File: config.mk
export PLATFORM = sky130hd
export DESIGN_NAME = rfid_inv_ctrl
export DESIGN_NICKNAME = d
export VERILOG_FILES = /design/src/rtl/rfid_pkg.sv /design/src/rtl/rfid_lfsr16.sv /design/src/rtl/rfid_inv_ctrl.sv
export SDC_FILE = /design/constraint.sdc
export NUM_CORES = 1
export LEC_CHECK = 0
export ABC_AREA = 1
export BUFFER_PORTS_ARGS = -buffer_cell sky130_fd_sc_hd__buf_2
export CORE_AREA = 5 5 149 151
export DETAILED_ROUTE_END_ITERATION = 8
export DIE_AREA = 0 0 154 156
export PLACE_DENSITY_LB_ADDON = 0.12
export SKIP_CTS_REPAIR_TIMING = 1
export SLEW_MARGIN = 20
export SYNTH_ARGS = -nofsm -noshare
export SYNTH_HDL_FRONTEND = slang
export SYNTH_HIERARCHICAL = 1
export SYNTH_SLANG_ARGS = --single-unit
File: constraint.sdc
create_clock -name clock -period 3.6 [get_ports clock]
set_clock_uncertainty 0.2 [all_clocks]
set_input_delay 0.18 -clock clock [delete_from_list [all_inputs] [get_ports clock]]
set_output_delay 0.18 -clock clock [all_outputs]
set_load 0.01 [all_outputs]
File: src/rtl/rfid_pkg.sv
// Shared encodings for the Gen2 tag inventory controller: states, command codes,
// reply types and field bit positions inside the MSB-aligned command data.
package rfid_pkg;

    typedef enum logic [2:0] {
        ST_READY        = 3'd0,
        ST_ARBITRATE    = 3'd1,
        ST_REPLY        = 3'd2,
        ST_ACKNOWLEDGED = 3'd3,
        ST_OPEN         = 3'd4
    } tag_state_t;

    typedef enum logic [2:0] {
        CMD_NONE,
        CMD_QUERY_REP,
        CMD_ACK,
        CMD_QUERY,
        CMD_QUERY_ADJUST,
        CMD_NAK,
        CMD_REQ_RN
    } cmd_kind_t;

    typedef enum logic [1:0] {
        REPLY_RN16   = 2'd0,
        REPLY_EPC    = 2'd1,
        REPLY_HANDLE = 2'd2
    } reply_type_t;

    localparam logic [1:0] CLASS_CMD2 = 2'd0;
    localparam logic [1:0] CLASS_CMD4 = 2'd1;
    localparam logic [1:0] CLASS_CMD8 = 2'd2;

    localparam logic [1:0] CODE_QUERY_REP    = 2'b00;
    localparam logic [1:0] CODE_ACK          = 2'b01;
    localparam logic [3:0] CODE_QUERY        = 4'b1000;
    localparam logic [3:0] CODE_QUERY_ADJUST = 4'b1001;
    localparam logic [7:0] CODE_NAK          = 8'hC0;
    localparam logic [7:0] CODE_REQ_RN       = 8'hC1;

    localparam int FLD_RN_LSB            = 104;
    localparam int FLD_SESSION_LSB       = 118;
    localparam int FLD_UPDN_LSB          = 115;
    localparam int FLD_QUERY_SESSION_LSB = 112;
    localparam int FLD_QUERY_Q_LSB       = 107;

    localparam logic [2:0] UPDN_INC  = 3'b110;
    localparam logic [2:0] UPDN_DEC  = 3'b011;
    localparam logic [2:0] UPDN_HOLD = 3'b000;

    localparam logic [14:0] SLOT_MAX = 15'h7FFF;

    // For q=15 the shift overflows to zero and the mask becomes all ones.
    function automatic logic [14:0] slot_from(input logic [15:0] lfsr, input logic [3:0] q);
        return lfsr[14:0] & ((15'd1 << q) - 15'd1);
    endfunction

endpackage

File: src/rtl/rfid_lfsr16.sv
// Free-running 16-bit Fibonacci LFSR (taps 16,14,13,11), reset to SEED.
module rfid_lfsr16 #(
    parameter logic [15:0] SEED = 16'hACE1
) (
    input  logic        clock,
    input  logic        reset_n,
    output logic [15:0] value
);

    localparam logic [15:0] TAP_MASK = 16'h002D;

    always_ff @(posedge clock or negedge reset_n) begin
        if (!reset_n) begin
            value <= SEED;
        end else begin
            value <= {^(value & TAP_MASK), value[15:1]};
        end
    end

endmodule

File: src/rtl/rfid_inv_ctrl.sv
// Gen2 tag inventory controller: slot/Q handling, RN16/handle generation, reply handshake.
// Optional macro RFID_INV_DROP_CNT_EN adds drop_cnt, counting packets dropped while a reply is pending.
module rfid_inv_ctrl
    import rfid_pkg::*;
#(
    parameter logic [15:0] LFSR_SEED = 16'hACE1,
    parameter logic [3:0]  Q_RESET   = 4'd0
) (
    input  logic         clock,
    input  logic         reset_n,
    input  logic         pkt_valid,
    input  logic [1:0]   cmd_class,
    input  logic [7:0]   cmd,
    input  logic [119:0] cmd_data,
    output logic         reply_req,
    output logic [1:0]   reply_type,
    output logic [15:0]  reply_data,
    input  logic         reply_ack,
    output logic [2:0]   tag_state,
    output logic [3:0]   q_value,
    output logic [14:0]  slot_cnt
`ifdef RFID_INV_DROP_CNT_EN
    ,
    output logic [7:0]   drop_cnt
`endif
);

    tag_state_t  state;
    cmd_kind_t   cmd_kind;
    logic [1:0]  session;
    logic [15:0] rn16;
    logic [15:0] handle;
    logic [15:0] lfsr;
    logic [3:0]  adj_q;
    logic        adj_valid;
    logic [14:0] query_slot;
    logic [14:0] adj_slot;
    logic [14:0] rep_slot;
    logic        unused_bits;

    wire [15:0] fld_rn            = cmd_data[FLD_RN_LSB +: 16];
    wire [1:0]  fld_session       = cmd_data[FLD_SESSION_LSB +: 2];
    wire [2:0]  fld_updn          = cmd_data[FLD_UPDN_LSB +: 3];
    wire [1:0]  fld_query_session = cmd_data[FLD_QUERY_SESSION_LSB +: 2];
    wire [3:0]  fld_query_q       = cmd_data[FLD_QUERY_Q_LSB +: 4];

    assign unused_bits = ^cmd_data[103:0];
    assign tag_state   = state;

    rfid_lfsr16 #(.SEED(LFSR_SEED)) u_lfsr (
        .clock   (clock),
        .reset_n (reset_n),
        .value   (lfsr)
    );

    always_comb begin
        cmd_kind = CMD_NONE;
        case (cmd_class)
            CLASS_CMD2: begin
                if (cmd[1:0] == CODE_QUERY_REP)   cmd_kind = CMD_QUERY_REP;
                else if (cmd[1:0] == CODE_ACK)    cmd_kind = CMD_ACK;
            end
            CLASS_CMD4: begin
                if (cmd[3:0] == CODE_QUERY)             cmd_kind = CMD_QUERY;
                else if (cmd[3:0] == CODE_QUERY_ADJUST) cmd_kind = CMD_QUERY_ADJUST;
            end
            CLASS_CMD8: begin
                if (cmd == CODE_NAK)         cmd_kind = CMD_NAK;
                else if (cmd == CODE_REQ_RN) cmd_kind = CMD_REQ_RN;
            end
            default: cmd_kind = CMD_NONE;
        endcase
    end

    // Q saturates at both ends; an unknown UpDn code voids the whole QueryAdjust.
    always_comb begin
        adj_valid = 1'b1;
        adj_q     = q_value;
        case (fld_updn)
            UPDN_INC:  if (q_value != 4'hF) adj_q = q_value + 4'd1;
            UPDN_DEC:  if (q_value != 4'h0) adj_q = q_value - 4'd1;
            UPDN_HOLD: adj_q = q_value;
            default:   adj_valid = 1'b0;
        endcase
        query_slot = slot_from(lfsr, fld_query_q);
        adj_slot   = slot_from(lfsr, adj_q);
        rep_slot   = slot_cnt - 15'd1;
    end

    always_ff @(posedge clock or negedge reset_n) begin
        if (!reset_n) begin
            state      <= ST_READY;
            q_value    <= Q_RESET;
            slot_cnt   <= '0;
            session    <= '0;
            rn16       <= '0;
            handle     <= '0;
            reply_req  <= 1'b0;
            reply_type <= REPLY_RN16;
            reply_data <= '0;
        end else begin
            if (reply_req && reply_ack) reply_req <= 1'b0;
            if (pkt_valid && !reply_req) begin
                case (cmd_kind)
                    CMD_QUERY: begin
                        session  <= fld_query_session;
                        q_value  <= fld_query_q;
                        slot_cnt <= query_slot;
                        if (query_slot == '0) begin
                            state <= ST_REPLY; rn16 <= lfsr;
                            reply_req <= 1'b1; reply_type <= REPLY_RN16; reply_data <= lfsr;
                        end else begin
                            state <= ST_ARBITRATE;
                        end
                    end
                    CMD_QUERY_ADJUST: begin
                        if (state != ST_READY && fld_session == session && adj_valid) begin
                            q_value  <= adj_q;
                            slot_cnt <= adj_slot;
                            if (adj_slot == '0) begin
                                state <= ST_REPLY; rn16 <= lfsr;
                                reply_req <= 1'b1; reply_type <= REPLY_RN16; reply_data <= lfsr;
                            end else begin
                                state <= ST_ARBITRATE;
                            end
                        end
                    end
                    CMD_QUERY_REP: begin
                        if (fld_session == session) begin
                            if (state == ST_ARBITRATE) begin
                                slot_cnt <= rep_slot;
                                if (rep_slot == '0) begin
                                    state <= ST_REPLY; rn16 <= lfsr;
                                    reply_req <= 1'b1; reply_type <= REPLY_RN16; reply_data <= lfsr;
                                end
                            end else if (state != ST_READY) begin
                                state    <= ST_ARBITRATE;
                                slot_cnt <= SLOT_MAX;
                            end
                        end
                    end
                    CMD_ACK: begin
                        if (state == ST_REPLY || state == ST_ACKNOWLEDGED) begin
                            if (fld_rn == rn16) begin
                                state <= ST_ACKNOWLEDGED;
                                reply_req <= 1'b1; reply_type <= REPLY_EPC; reply_data <= '0;
                            end else begin
                                state <= ST_ARBITRATE;
                            end
                        end else if (state == ST_OPEN) begin
                            if (fld_rn == handle) begin
                                reply_req <= 1'b1; reply_type <= REPLY_EPC; reply_data <= '0;
                            end else begin
                                state <= ST_ARBITRATE;
                            end
                        end
                    end
                    CMD_NAK: begin
                        if (state == ST_REPLY || state == ST_ACKNOWLEDGED || state == ST_OPEN)
                            state <= ST_ARBITRATE;
                    end
                    CMD_REQ_RN: begin
                        if (state == ST_ACKNOWLEDGED && fld_rn == rn16) begin
                            state <= ST_OPEN; handle <= lfsr;
                            reply_req <= 1'b1; reply_type <= REPLY_HANDLE; reply_data <= lfsr;
                        end else if (state == ST_OPEN && fld_rn == handle) begin
                            rn16 <= lfsr;
                            reply_req <= 1'b1; reply_type <= REPLY_RN16; reply_data <= lfsr;
                        end
                    end
                    default: ;
                endcase
            end
        end
    end

`ifdef RFID_INV_DROP_CNT_EN
    always_ff @(posedge clock or negedge reset_n) begin
        if (!reset_n) begin
            drop_cnt <= '0;
        end else if (pkt_valid && reply_req && drop_cnt != 8'hFF) begin
            drop_cnt <= drop_cnt + 8'd1;
        end
    end
`endif

endmodule

* Word-level counts from Yosys, hierarchy flattened
Cells that the tools add are included.
** Cells by class
- Add/subtract/negate cells :: 5
- Eq/ne operators :: 40
- Shift operators :: 2
- Mux-type cells :: 75
- Bitwise logic cells :: 2
- Reductions and logical operators :: 31
** Operators by type and width (number)
- 16-bit 2-to-1 mux :: 13
- 16-bit case mux with 5 select lines :: 1
- 16-bit case mux with 4 select lines :: 1
- 15-bit 2-to-1 mux :: 4
- 15-bit logical NOT :: 3
- 15-bit case mux with 3 select lines :: 1
- 15-bit by 1-bit subtractor with 15-bit output, second input constant :: 3
- 3-bit 2-to-1 mux :: 14
- 2-bit 2-to-1 mux :: 17
- 16-bit equality test :: 2
- 15-bit bitwise AND :: 2
- 1-bit by 4-bit << shifter with 15-bit output, first input constant :: 2
- 3-bit != test, second input constant :: 7
- 2-bit != test, second input constant :: 10
- 10-bit AND reduction :: 2
- 3-bit case mux with 6 select lines :: 1
- 8-bit equality test, second input constant :: 2
- 4-bit case mux with 2 select lines :: 2
- 16-bit XOR reduction :: 1
- 3-bit by 2-bit equality test with 1-bit output, second input constant :: 5
- 3-bit equality test, second input constant :: 5
- 1-bit 2-to-1 mux :: 15
- 4-bit 2-to-1 mux :: 3
- 12-bit AND reduction :: 1
- 25 further kinds :: 38
** Word-level totals
- Flip-flop bits (word level) :: 91
- Bits of input ports :: 134
- Output and inout port bits :: 41
- Logic and storage cells :: 165

* Depth between registers and ports, before layout
- Depth after elaboration :: 11
- Gate-level depth with buffers :: 26
- Mapped depth without buffers :: 26

* Cells and area by module
Netlist, hierarchy kept.
** By module, submodules not included
- rfid_inv_ctrl :: instances 1, cells each 838, area each 5795.6 µm², seq. area each 1876.8 µm²
- rfid_lfsr16 :: instances 1, cells each 33, area each 481.7 µm², seq. area each 410.4 µm²

* Least setup slack after synthesis
Ideal clock, no wire load.
- Path kind :: register -> register
- From :: reg q_value[0]
- To :: reg reply_data[1]
- Setup time :: 0.122 ns
- Data arrival time :: 2.869 ns
- Path slack :: 0.409 ns
- Cell stages (with the launch flop) :: 26
- Path buffers :: 2
- Clock period less this slack :: 3.191 ns
- Path through :: dfrtp_1 inv_1 ha_1 nand2_1 nand2_2 inv_1 nand2_1 nand3_4 buf_6 inv_2 nand3_1 ha_1 nor2_1 a21oi_1 nand3_1 nor2_1 nand2_1 nor2_1 nand2_1 nor2_2 nand3_2 nand2_4 nand3_4 buf_6 nand2_1 o21ai_2
** On the way
- Cells in the longest elaborated chain, start to end :: 9
- Elaborated cells between the ends (all ways) :: 13
- Classes of those cells :: add/sub (3); eq/ne (2); shift (1); mux (3); bitwise (1); reduce/logical (3)
** RTL lines
- start, declared :: line rfid_inv_ctrl.sv:20 : output logic [3:0] q_value,
- start signal, assigned :: line rfid_inv_ctrl.sv:107 : q_value <= fld_query_q;
- start signal, assigned :: line rfid_inv_ctrl.sv:118 : q_value <= adj_q;
- 4-bit by 1-bit subtractor with 4-bit output (tied with other cells) :: line rfid_inv_ctrl.sv:81 : UPDN_DEC: if (q_value != 4'h0) adj_q = q_value - 4'd1;
- 4-bit 2-to-1 mux, on equally long branches :: line rfid_inv_ctrl.sv:81, rfid_inv_ctrl.sv:80
- 4-bit case mux with 2 select lines (*) :: line rfid_inv_ctrl.sv:79 : case (fld_updn)
- 1-bit by 4-bit << shifter with 15-bit output (*) :: line rfid_pkg.sv:54 : return lfsr[14:0] & ((15'd1 << q) - 15'd1);
- 15-bit by 1-bit subtractor with 15-bit output (*) :: line rfid_pkg.sv:54
- 15-bit bitwise AND (*) :: line rfid_pkg.sv:54
- 15-bit logical NOT (*) :: line rfid_inv_ctrl.sv:120 : if (adj_slot == '0) begin
- 2-bit != test (no line) (*)
- 12-bit AND reduction (no line) (*)
- end signal, assigned :: line rfid_inv_ctrl.sv:122 : reply_req <= 1'b1; reply_type <= REPLY_RN16; reply_data <= lfsr;
- end signal, assigned :: line rfid_inv_ctrl.sv:134 : reply_req <= 1'b1; reply_type <= REPLY_RN16; reply_data <= lfsr;
- end signal, assigned :: line rfid_inv_ctrl.sv:146 : reply_req <= 1'b1; reply_type <= REPLY_EPC; reply_data <= '0;
- end, declared :: line rfid_inv_ctrl.sv:17 : output logic [15:0] reply_data,
Mark *: on every way between the ends. The rest lies on a longest branch, timed or not.
A chain may end at the register's enable or synchronous reset.

* Worst setup path after layout
- From :: reg q_value[0]
- To :: reg rn16[6]
** On the way
- Cells in the longest elaborated chain, start to end :: 9
- Elaborated cells between the ends (all ways) :: 13
- Classes of those cells :: add/sub (3); eq/ne (2); shift (1); mux (3); bitwise (1); reduce/logical (3)
** RTL lines
- 4-bit by 1-bit subtractor with 4-bit output (tied with other cells) :: line rfid_inv_ctrl.sv:81
- 4-bit 2-to-1 mux, on equally long branches :: line rfid_inv_ctrl.sv:81, rfid_inv_ctrl.sv:80
- 4-bit case mux with 2 select lines (*) :: line rfid_inv_ctrl.sv:79
- 1-bit by 4-bit << shifter with 15-bit output (*) :: line rfid_pkg.sv:54
- 15-bit by 1-bit subtractor with 15-bit output (*) :: line rfid_pkg.sv:54
- 15-bit bitwise AND (*) :: line rfid_pkg.sv:54
- 15-bit logical NOT (*) :: line rfid_inv_ctrl.sv:120
- 2-bit != test (no line) (*)
- 10-bit AND reduction (no line) (*)
- end signal, assigned :: line rfid_inv_ctrl.sv:167 : rn16 <= lfsr;
- end, declared :: line rfid_inv_ctrl.sv:31 : logic [15:0] rn16;
Marks and branches as above.

==> results.ini <==
[status]
status = finished, final reports clean

[clock_tree]
cts-root-buf = clkbuf_16
cts_tree = yes
clock-sinks = 91
htreeDepth = 3
cts_buffer_depth = 2
clock_latency_ps = 360
cts_buffers = 9
clk_pin_slew_ps = 70

[pwr]
netSwitchingFraction = 0.3808
intPower_mw = 2.066
p_sw_mw = 1.270
p_leak_nw = 3.687
clkPwrFrac = 0.309
seqPwrFrac = 0.360
p_comb_frac = 0.331
ir_drop_mv = 0.2117
power_density_nw_per_um2 = 430.6

[critical_path]
arrival_ps = 3440
worst_setup_path_start_kind = flop
required_ps = 3650
endpoint = rn16[6]
cp_max_fo = 8
worst-r2r-setup-slack_ps = 200
end_kind = flop
r2r_end = rn16[6]
criticalPathCategory = reg -> reg
rr_worst_depth = 23
cp-startpoint = q_value[0]
rr_startpoint = q_value[0]

[routing]
firstDrtPassIters = 5
vias = 5965
wl_um = 20560
via_per_inst = 4.738
first_iter_violations = 340
drc = 0
detail-route-antenna-nets = 0
routedWlPerCell_um = 16.33

[global_route]
grt-ovfl-total = 0
grt_usage = 0.1683
grt_max_degree = 72
grt_pass1_vias = 5781
grt_antenna_before_repair = 0
grt_pass1_wl_um = 31840

[synthesis]
yosys.area.top_type = dfrtp_1
async_flop_share = 1.000
synthesis.nets = 1015
yosysMostFrequentCell = nand2_1
ys_top_cells_by_count = nand2_1, inv_1, nor2_1
synth-xor-area-share = 0.04883
synth-compound-area-share = 0.1455
synth_seq_area_share = 0.3644
netlist_area_um2 = 6277
synth_cells = 871
synth.area.top_cells = dfrtp_1, nand2_1, inv_1
synth-edff-count = 0
synth_top_area_frac = 0.3309
synth_seq_cells = 91
yosysWarnings = 6
synth.area.mux_share = 0.001794
yosys_most_used_dff = dfrtp_1
syn_avg_cell_area_um2 = 7.207
synth.lib_cells_used.distinct = 50
synthAdderAreaFrac = 0.01993
synth_top_family_by_area = simple AND/OR/NAND/NOR gates
yosys.area_share.simple = 0.3199

[hold_path]
hold_class = in -> reg
hp-start = pkt_valid

[sta]
setup_viol = 0
worst_pin_slew_ps = 921.0
setup_ws_ps = 202.7
hold_viol_final = 0
fin_crit_ps = 3397
final-max-slew-violation-count = 0
min_period_over_period = 0.9437
rsz0062_at_grt = yes
max_slew_margin = 0.3860
clock.fmax_mhz = 294.4

[job]
maxCapViolCount = 0

[floorplanning]
die-area_um2 = 24020
placementRows = 53
dieWidth_um = 154
die_h_um = 156
start_util = 0.3034
io_pins = 175
core-area_um2 = 20690

[finish]
synthToLayoutAreaGrowth_pct = 23.44
finish.utilization = 0.3745
nets = 1123
nFillCells = 2258
layout-drive-gt1-share = 0.2439
seq_area_um2 = 2291
design_area_um2 = 7749
multi_input_area_um2 = 3517
diodes = 0

[placement]
place_ws_ps = 164.2
hpwl_um = 15620
place_area_um2 = 7131
port_buffers = 70
gp_congestion = 0.8883

-- worst max-delay path: stages (launching register included) --
cell and delay, ps:
dfrtp_2 460, ha_4 190, or2_0 210, nand3_2 100
nand3_4 120, inv_6 80, nand2_2 60, inv_2 70
nand3_2 80, ha_4 270, nor2_2 40, a21oi_2 100
nand3_1 80, nor2_1 110, nand2_1 60, nor2_1 90
nand2_1 70, nor2_2 150, nand3_2 110, nand2_4 120
nand3_4 160, clkbuf_16 240, nand2_2 60, o21ai_2 40
-- layout by cell type, fill, tap and decap left out, types with 26 or more instances in the layout --
| cell | count |
|---|---|
| buf_2 | 69 |
| o21ai_2 | 26 |
| o21ai_0 | 71 |
| dfrtp_1 | 80 |
| xnor2_1 | 28 |
| nand3_1 | 47 |
| nand2_1 | 202 |
| nor2_1 | 85 |
| inv_1 | 116 |
| buf_4 | 39 |
-- cell type report --
class / count / area share
multi-input cells: 630 / 0.4539
repair buffers: 118 / 0.1032
clock buffers: 10 / 0.02955
clock inverters: 6 / 0.01017
inverters: 129 / 0.06314
well taps: 275 / 0.04440
flip-flops and latches: 91 / 0.2957
-- power by group through the flow --
stage	clock network, mW	registers, mW	logic (mW)
2_1_floorplan	0	1.22	0.659
6_report	1.03	1.20	1.10
5_1_grt	1.09	1.22	1.24
3_5_place_dp	0	1.22	1.03
3_3_place_gp	0	1.21	1.04
4_1_cts	1.06	1.20	1.04
-- metal layers --
| metal | part of all wire | vias up | track usage |
|---|---|---|---|
| met5 | 0 | - | 0 |
| met4 | 0.020 | 0 | 0.05803 |
| met3 | 0.033 | 23 | 0.01969 |
| met2 | 0.47 | 115 | 0.2762 |
| met1 | 0.48 | 2783 | 0.2308 |
| li1 | - | 3044 | - |
-- how the worst min path moves through the flow --
stage | endpoint | slack, ps | depth (start not counted)
after floorplan | handle[0] | -320 | 0
after global placement | u_lfsr/value[7] | 160 | 0
after detailed placement | u_lfsr/value[11] | 160 | 0
after CTS | handle[14] | -200 | 1
after global routing | reply_req | 150 | 5
final | reply_req | 80 | 5
-- registers in the layout, indices dropped and copies added, names as in the netlist --
signal and count:
reply_req 1, reply_type 2, reply_data 16, u_lfsr/value 16, session 2, handle 16, rn16 16, tag_state 3
q_value 4, slot_cnt 15
-- kinds of logic after synthesis --
family | after synthesis
fa+ha+maj | 10
simple gates | 438
buf+inv | 150
xor+xnor | 35
flops | 91
compound gates | 146
mux | 1
-- metrics by stage --
step | std cells | setup TNS [ps] | power (mW) | hold slack [ps]
final | 1259 | 0 | 3.336 | 84.59
after global routing | 1259 | -273.8 | 3.551 | 150.7
after global placement | 1229 | 0 | 2.250 | 158.0
after CTS | 1245 | 0 | 3.288 | -201.4
after detailed placement | 1229 | 0 | 2.245 | 161.5
after floorplan | 871 | 0 | 1.881 | -315.6
Note: power is estimated with default switching activity, not from simulation.
